$ cat src/rtl/oneshot_sched.sv
// oneshot_sched: multi-channel one-shot trigger scheduler.
// Each channel fires once per high level and queues one pending event.
// Pending events are issued as 1-clock pulses with a channel id, round-robin,
// and separated by GAP idle cycles.
// Optional macro ONESHOT_SCHED_OVFCNT_EN adds per-channel 8-bit saturating
// overflow counters on port ovf_count.
module oneshot_sched #(
  parameter int unsigned NCH = 4,
  parameter int unsigned IDW = 2,
  parameter int unsigned GAP = 2
) (
  input  logic             clock,
  input  logic             reset_n,
  input  logic [NCH-1:0]   trig,
  input  logic             enable,
  input  logic             clear_ovf,
  output logic             pulse_out,
  output logic [IDW-1:0]   pulse_id,
  output logic             busy,
  output logic [NCH-1:0]   overflow
`ifdef ONESHOT_SCHED_OVFCNT_EN
  ,
  output logic [NCH*8-1:0] ovf_count
`endif
);

  localparam int unsigned GW = 4;
  localparam int unsigned CW = 8;

  typedef enum logic {S_IDLE, S_GAP} state_e;

  state_e           state_q, state_d;
  logic [GW-1:0]    gap_q, gap_d;
  logic [IDW-1:0]   rr_q, rr_d;
  logic [NCH-1:0]   pend_q, pend_d;
  logic [NCH-1:0]   armed_q, armed_d;
  logic [NCH-1:0]   ovf_q, ovf_d;
  logic             pulse_q, pulse_d;
  logic [IDW-1:0]   id_q, id_d;
  logic             busy_q, busy_d;

  logic [NCH-1:0]   detect;
  logic [NCH-1:0]   grant;
  logic [NCH-1:0]   ovf_set;
  logic             found;
  logic             issue;
  logic [IDW-1:0]   sel;
  int unsigned      idx;

`ifdef ONESHOT_SCHED_OVFCNT_EN
  logic [CW-1:0]    cnt_q [NCH];
  logic [CW-1:0]    cnt_d [NCH];
`endif

  // Round-robin pick: first pending channel at or after rr_q, wrapping.
  always_comb begin
    found = 1'b0;
    sel   = '0;
    idx   = 0;
    for (int k = 0; k < NCH; k++) begin
      idx = 32'(rr_q) + 32'(k);
      if (idx >= NCH) idx = idx - NCH;
      if (!found && pend_q[idx]) begin
        found = 1'b1;
        sel   = IDW'(idx);
      end
    end
  end

  // Detector, pending/overflow bookkeeping and scheduler next state.
  always_comb begin
    state_d = state_q;
    gap_d   = gap_q;
    rr_d    = rr_q;
    pulse_d = 1'b0;
    id_d    = id_q;

    // Armed exactly when the input was low last cycle: a level fires once.
    detect  = armed_q & trig;
    armed_d = ~trig;

    issue   = (state_q == S_IDLE) && enable && found;
    grant   = issue ? (NCH'(1) << sel) : '0;
    // A detect on a channel being granted this edge re-pends without loss.
    ovf_set = detect & pend_q & ~grant;
    pend_d  = (pend_q & ~grant) | detect;
    ovf_d   = (clear_ovf ? '0 : ovf_q) | ovf_set;

    case (state_q)
      S_IDLE: begin
        if (issue) begin
          pulse_d = 1'b1;
          id_d    = sel;
          rr_d    = (32'(sel) == NCH - 1) ? '0 : sel + IDW'(1);
          if (GAP > 0) begin
            gap_d   = GW'(GAP);
            state_d = S_GAP;
          end
        end
      end
      S_GAP: begin
        gap_d = gap_q - GW'(1);
        if (gap_q == GW'(1)) state_d = S_IDLE;
      end
      default: state_d = S_IDLE;
    endcase

    busy_d = (|pend_d) || (state_d != S_IDLE);
  end

`ifdef ONESHOT_SCHED_OVFCNT_EN
  // Saturating per-channel overflow counters; a same-edge clear keeps the new event.
  always_comb begin
    for (int i = 0; i < NCH; i++) begin
      cnt_d[i] = cnt_q[i];
      if (clear_ovf) cnt_d[i] = ovf_set[i] ? CW'(1) : '0;
      else if (ovf_set[i] && (cnt_q[i] != {CW{1'b1}})) cnt_d[i] = cnt_q[i] + CW'(1);
    end
  end

  // Flatten counters onto the output bus.
  always_comb begin
    ovf_count = '0;
    for (int i = 0; i < NCH; i++) ovf_count[i*CW +: CW] = cnt_q[i];
  end
`endif

  // State register; reset truncates any pulse and discards pending work.
  always_ff @(posedge clock or negedge reset_n) begin
    if (!reset_n) begin
      state_q <= S_IDLE;
      gap_q   <= '0;
      rr_q    <= '0;
      pend_q  <= '0;
      armed_q <= '1;
      ovf_q   <= '0;
      pulse_q <= 1'b0;
      id_q    <= '0;
      busy_q  <= 1'b0;
`ifdef ONESHOT_SCHED_OVFCNT_EN
      for (int i = 0; i < NCH; i++) cnt_q[i] <= '0;
`endif
    end else begin
      state_q <= state_d;
      gap_q   <= gap_d;
      rr_q    <= rr_d;
      pend_q  <= pend_d;
      armed_q <= armed_d;
      ovf_q   <= ovf_d;
      pulse_q <= pulse_d;
      id_q    <= id_d;
      busy_q  <= busy_d;
`ifdef ONESHOT_SCHED_OVFCNT_EN
      for (int i = 0; i < NCH; i++) cnt_q[i] <= cnt_d[i];
`endif
    end
  end

  assign pulse_out = pulse_q;
  assign pulse_id  = id_q;
  assign busy      = busy_q;
  assign overflow  = ovf_q;

endmodule

$ cat config.mk
export PLATFORM = sky130hd
export DESIGN_NAME = oneshot_sched
export DESIGN_NICKNAME = d
export VERILOG_FILES = /design/src/rtl/oneshot_sched.sv
export SDC_FILE = /design/constraint.sdc
export NUM_CORES = 1
export LEC_CHECK = 0
export CORE_UTILIZATION = 45
export CTS_BUF_LIST = sky130_fd_sc_hd__clkbuf_4
export DETAILED_ROUTE_END_ITERATION = 10
export DONT_BUFFER_PORTS = 1
export SLEW_MARGIN = 20
export SYNTH_ARGS = -nofsm -noshare
export SYNTH_HDL_FRONTEND = slang
export SYNTH_SLANG_ARGS = --single-unit
$ cat constraint.sdc
create_clock -name clock -period 3.8 [get_ports clock]
set_clock_uncertainty 0.15 [all_clocks]
set_input_delay 0.19 -clock clock [delete_from_list [all_inputs] [get_ports clock]]
set_output_delay 0.19 -clock clock [all_outputs]
set_load 0.01 [all_outputs]
# Word-level counts from Yosys, hierarchy flattened
# Cells that the tools add are included.
dict set report word_totals {
  register_bits 23
  inputBits 8
  output_inout_bits 8
  elab_cells 79
}
dict set report classes {
  add_sub_neg 9
  order_cmp 8
  n_eq_ne 3
  n_shift 1
  mux 29
  bitwise 9
  n_reduce_logical 11
}
# cell n
set op_table {}
lappend op_table {{less-than comparator 32 x 3 -> 1 bit, second input constant} 4}
lappend op_table {{two-way mux 32 bit} 4}
lappend op_table {{bitwise AND 4 bit} 4}
lappend op_table {{two-way mux 4 bit} 3}
lappend op_table {{subtractor 3 x 3 -> 4 bit, second input constant} 3}
lappend op_table {{two-way mux 1 bit} 11}
lappend op_table {{two-way mux 2 bit} 5}
lappend op_table {{>= comparator 3 bit, second input constant} 3}
lappend op_table {{binary-select mux 1 bit (select 2 bit)} 4}
lappend op_table {{NOT 4 bit} 2}
lappend op_table {{OR 4 bit} 2}
lappend op_table {{one-hot mux 4 bit (2 select lines)} 1}
lappend op_table {{adder 2 x 2 -> 3 bit, second input constant} 2}
lappend op_table {{logical AND 1 bit} 5}
lappend op_table {{== test 4 x 1 -> 1 bit, second input constant} 1}
lappend op_table {{OR reduction 4 bit} 1}
lappend op_table {{left shift 1 x 2 -> 4 bit, first input constant} 1}
lappend op_table {{subtractor 2 x 3 -> 4 bit, second input constant} 1}
lappend op_table {{subtractor 4 x 1 -> 4 bit, second input constant} 1}
lappend op_table {{adder 2 x 1 -> 3 bit, second input constant} 1}
lappend op_table {{>= comparator 2 x 3 -> 1 bit, second input constant} 1}
lappend op_table {{zero test 1 bit} 3}
lappend op_table {{adder 2 x 1 -> 2 bit, second input constant} 1}
lappend op_table {{== test 2 bit, second input constant} 1}
lappend op_table {{other kinds (5)} 5}

# Logic depth before layout (Yosys ltp)
dict set report logic_depth {
  ltp_word 21
  mapped_depth 9
  mapped_depth_nobuf 9
}

# Worst setup path before layout
# No wires, ideal clock.
dict set report synth_timing {
  path_kind {reg-to-reg}
  from {reg pend_q[0]}
  to {reg busy_q (netlist: busy)}
  setup_time_ps 139
  arrival_ps 1953
  required_time_ps 3511
  setup_slack_ps 1558
  stages_incl_launch_ff 9
  path_buffers 0
  period_less_slack_ps 2242
  cell_sequence {dfrtp_1 nor3b_1 a211o_2 nor2_1 ha_1 nand3b_1 a22o_1 nor2_1 or4b_1}
}
dict set report synth_via {
  elab_chain_cells 19
  word_cells_on_any_way 32
  cone_classes {shift (1); mux (19); bitwise (3); reduce/logical (9)}
}
# element line_no
set synth_rtl {}
lappend synth_rtl {{start: declaration} 35} ;# logic [NCH-1:0] pend_q, pend_d;
lappend synth_rtl {{start signal: assignment} 147} ;# pend_q <= pend_d;
lappend synth_rtl {{binary-select mux 1 bit (select 2 bit)} 63} ;# if (!found && pend_q[idx]) begin
lappend synth_rtl {{two-way mux 1 bit (not written as such)} 63}
lappend synth_rtl {{two-way mux 1 bit} 63}
lappend synth_rtl {{zero test 1 bit} 63}
lappend synth_rtl {{logical AND 1 bit} 63}
lappend synth_rtl {{two-way mux 1 bit} 63}
lappend synth_rtl {{zero test 1 bit} 63}
lappend synth_rtl {{logical AND 1 bit} 63}
lappend synth_rtl {{[4 not listed]} -}
lappend synth_rtl {{via sel[0]} 47} ;# logic [IDW-1:0] sel;
lappend synth_rtl {{[1 not listed]} -}
lappend synth_rtl {{two-way mux 4 bit (*)} 83} ;# grant = issue ? (NCH'(1) << sel) : '0;
lappend synth_rtl {{NOT 4 bit (*)} 86} ;# pend_d = (pend_q & ~grant) | detect;
lappend synth_rtl {{bitwise AND 4 bit (*)} 86}
lappend synth_rtl {{OR 4 bit (*)} 86}
lappend synth_rtl {{via pend_d[3]} 35}
lappend synth_rtl {{OR reduction 4 bit (*)} 108} ;# busy_d = (|pend_d) || (state_d != S_IDLE);
lappend synth_rtl {{logical OR 1 bit (*)} 108}
lappend synth_rtl {{via busy_d} 40} ;# logic busy_q, busy_d;
lappend synth_rtl {{end signal: assignment} 152} ;# busy_q <= busy_d;
lappend synth_rtl {{end: declaration} 40}
# Mark *: on every way through the listed nets, which the timed path passes. The rest lies on a longest branch. The select of a mux whose other input is x is not followed.
# A chain may end at the register's enable or synchronous reset.

# Final worst setup path
dict set report layout_timing {
  from {reg pend_q[1]}
  to {reg busy_q (netlist: busy)}
}
# Same word-level chain as after synthesis.

==> results.yml <==
synthesis:
  syn_area_per_cell_um2: 11.2
  ys_warn_count: 0
  synth_area_leaders: "dfrtp_1, dfstp_2, ha_1, nand2_1, inv_1"
  synthCells: 99
  syn-num-nets: 113
  synth_area_leader_cell: "dfrtp_1"
  synth.yosys.seq_area_share_pct: 52.4
  yosys_register_bits: 23
  async_flop_share_pct: 100
  synth_top_area_share_pct: 42.9
  netlist_area_um2: 1110
  synthFlopType: "dfrtp_1"
  synth_edf_count: 0
  ys_types: 32
global_route:
  gr-total-overflow: 0
  grt_start_max_net_pins: 24
  grt_use_total_pct: 18.3
  grt_pass1_vias: 802
  antenna_found_initial: 0
  grt_pass1_wl_um: 3560
power_and_ir_drop:
  power.total_mw: 0.902
  power_leakage_nw: 0.585
  vdd_drop_max_uv: 444
  powerDensity_nw_per_um2: 729
run_status:
  status: "finished clean"
worst_setup_path:
  start_kind: "flop"
  crit_family: "simple AND/OR/NAND/NOR gates"
  critPathMaxFanout: 7
  reg2reg_from: "pend_q[1]"
  crit_arrival_ps: 2480
  worstSetupPathType: "reg2reg"
  critPathCaptureType: "flop"
  cp_slowest_cell: "dfrtp_1"
  cpMostUsedCell: "nor2_1"
  crit_chain: "nand2b_1 > a21oi_1 > a211o_2 > nor2_1 > ha_1 > nand3b_1 > a22o_1 > nor2_1 > or4b_1"
  cp-startpoint: "pend_q[1]"
  crit_buf_inv: 0
  required_ps: 3850
  critPathMaxStageDelay_ps: 520
place:
  dpl.hpwl_um: 1360
  preCtsSetupSlack_ps: 1380
  place_area_um2: 1130
  numPortBuffers: 0
  dp_cells: 126
  place_congestion: 0.775
floorplan:
  rows: 17
  coreArea_um2: 2280
  fp.dieW_um: 51.6
  start_util_pct: 48.7
  io_pins: 16
  die_h_um: 51.6
  dieArea_um2: 2670
final_layout:
  fin_cells: 138
  utilization_pct: 54.4
  mostFrequentLayoutCells: "dfrtp_1, nand2_1, inv_1"
  diodes: 0
  drive_above_1_share_pct: 17.3
  final_common_cell: "dfrtp_1"
  fill_cells: 198
  fin_area_um2: 1240
  fin_nets: 125
  syn2layout_area_growth_pct: 11.6
cts:
  cts_num_sinks: 23
  cts_root_buf: "clkbuf_4"
  cts_buffers: 3
  cts_tree: "yes"
  post_cts_resized: 0
  ctsLongestPathBuffers: 2
  clk_pin_slew_worst_paths_ps: 130
  clk_latency_ps: 310
  htree_num_levels: 1
routing:
  wl_per_cell_um: 13.9
  via_count: 712
  first_iter_violations: 14
  drt_wl_total_um: 1920
  viasPerCell: 5.16
  drc: 0
  postRouteAntennaNets: 0
  first_pass_iters: 4
min_path:
  min_path_type: "in2reg"
  holdCritStartpoint: "enable"
timing:
  hold_viol: 0
  setup_violations: 0
  slew_violations: 0
  hold_slack_ps: 54.4
  rsz0062_at_grt: "false"
  period_share_pct: 64.1
  relSlewSlack_pct: 66.0
  fin_ws_ps: 1360
  final.setup.tns_ps: 0
  worstMarginPinSlew_ps: 510
  fin_crit_ps: 2440
  fmax_mhz: 410
run:
  maxCapViolCount: 0
[routing by layer]
| layer | track usage, % | vias up | part of all wire [%] |
|---|---|---|---|
| met2 | 29.7 | 13 | 47 |
| met4 | 2.70 | 0 | 0.68 |
| met1 | 24.6 | 336 | 49 |
| met5 | 0 | - | 0 |
| met3 | 5.56 | 2 | 3.5 |
| li1 | - | 361 | - |
[cell type report]
class / instances / area, um2 / share of cell area [%]
multi-input cells: 65 / 479 / 38.7
flip-flops and latches: 23 / 581 / 46.9
well taps: 28 / 35.0 / 2.83
repair buffers: 8 / 75.1 / 6.07
clock buffers: 3 / 22.5 / 1.82
clock inverters: 1 / 7.51 / 0.607
inverters: 10 / 37.5 / 3.03
[state kept, by name (all words and copies together), names as in the netlist]
signal / flops
state_q: 1
pulse_out: 1
armed_q: 4
gap_q: 4
pend_q: 4
rr_q: 2
overflow: 4
busy: 1
pulse_id: 2
[cells by family (layout without fill, tap and decap cells)]
| kind of cell | count (synthesis) | count (layout) | share of synthesized area, % |
|---|---|---|---|
| flops | 23 | 23 | 52.4 |
| compound gates | 20 | 20 | 13.9 |
| mux | 2 | 2 | 2.26 |
| fa+ha+maj | 6 | 6 | 6.77 |
| simple gates | 35 | 35 | 18.7 |
| xor+xnor | 2 | 2 | 1.58 |
| buf+inv | 11 | 22 | 4.40 |
[synthesized netlist by cell type (2+ instances only)]
cell type,number
a21oi_1,3
a22o_1,3
a41o_1,3
dfrtp_1,19
dfstp_2,4
ha_1,6
inv_1,9
nand2_1,15
nand2b_1,3
nor2_1,4
nor2b_1,4
nor3b_1,2
o21ai_0,5
[path summary, 6_finish.rpt]
check	end	slack [ps]	cells past startpoint
min in group asynchronous	pend_q[3]	250	2
hold / removal	pulse_id[0]	50	3
setup reg to reg	busy	1360	9
max in group asynchronous	armed_q[0]	2900	2
hold reg to reg	pulse_id[0]	420	2
setup / recovery	busy	1360	9
[worst register-to-register path: stages, from the launching register on]
cell and delay (ps):
dfrtp_1 520, nand2b_1 150, a21oi_1 60, a211o_2 300, nor2_1 150, ha_1 190
nand3b_1 80, a22o_1 200, nor2_1 90, or4b_1 430
[repair_timing]
item	CTS	global route
endpoints found under the hold margin	37	19
buffers inserted	0	0
hold buffers	7	1
[where the power goes]
part | switching (mW) | total [mW] | internal, mW
clock network | 0.0751 | 0.115 | 0.0401
logic | 0.179 | 0.351 | 0.172
registers | 0.108 | 0.435 | 0.328
(Power assumes the default switching activity.)
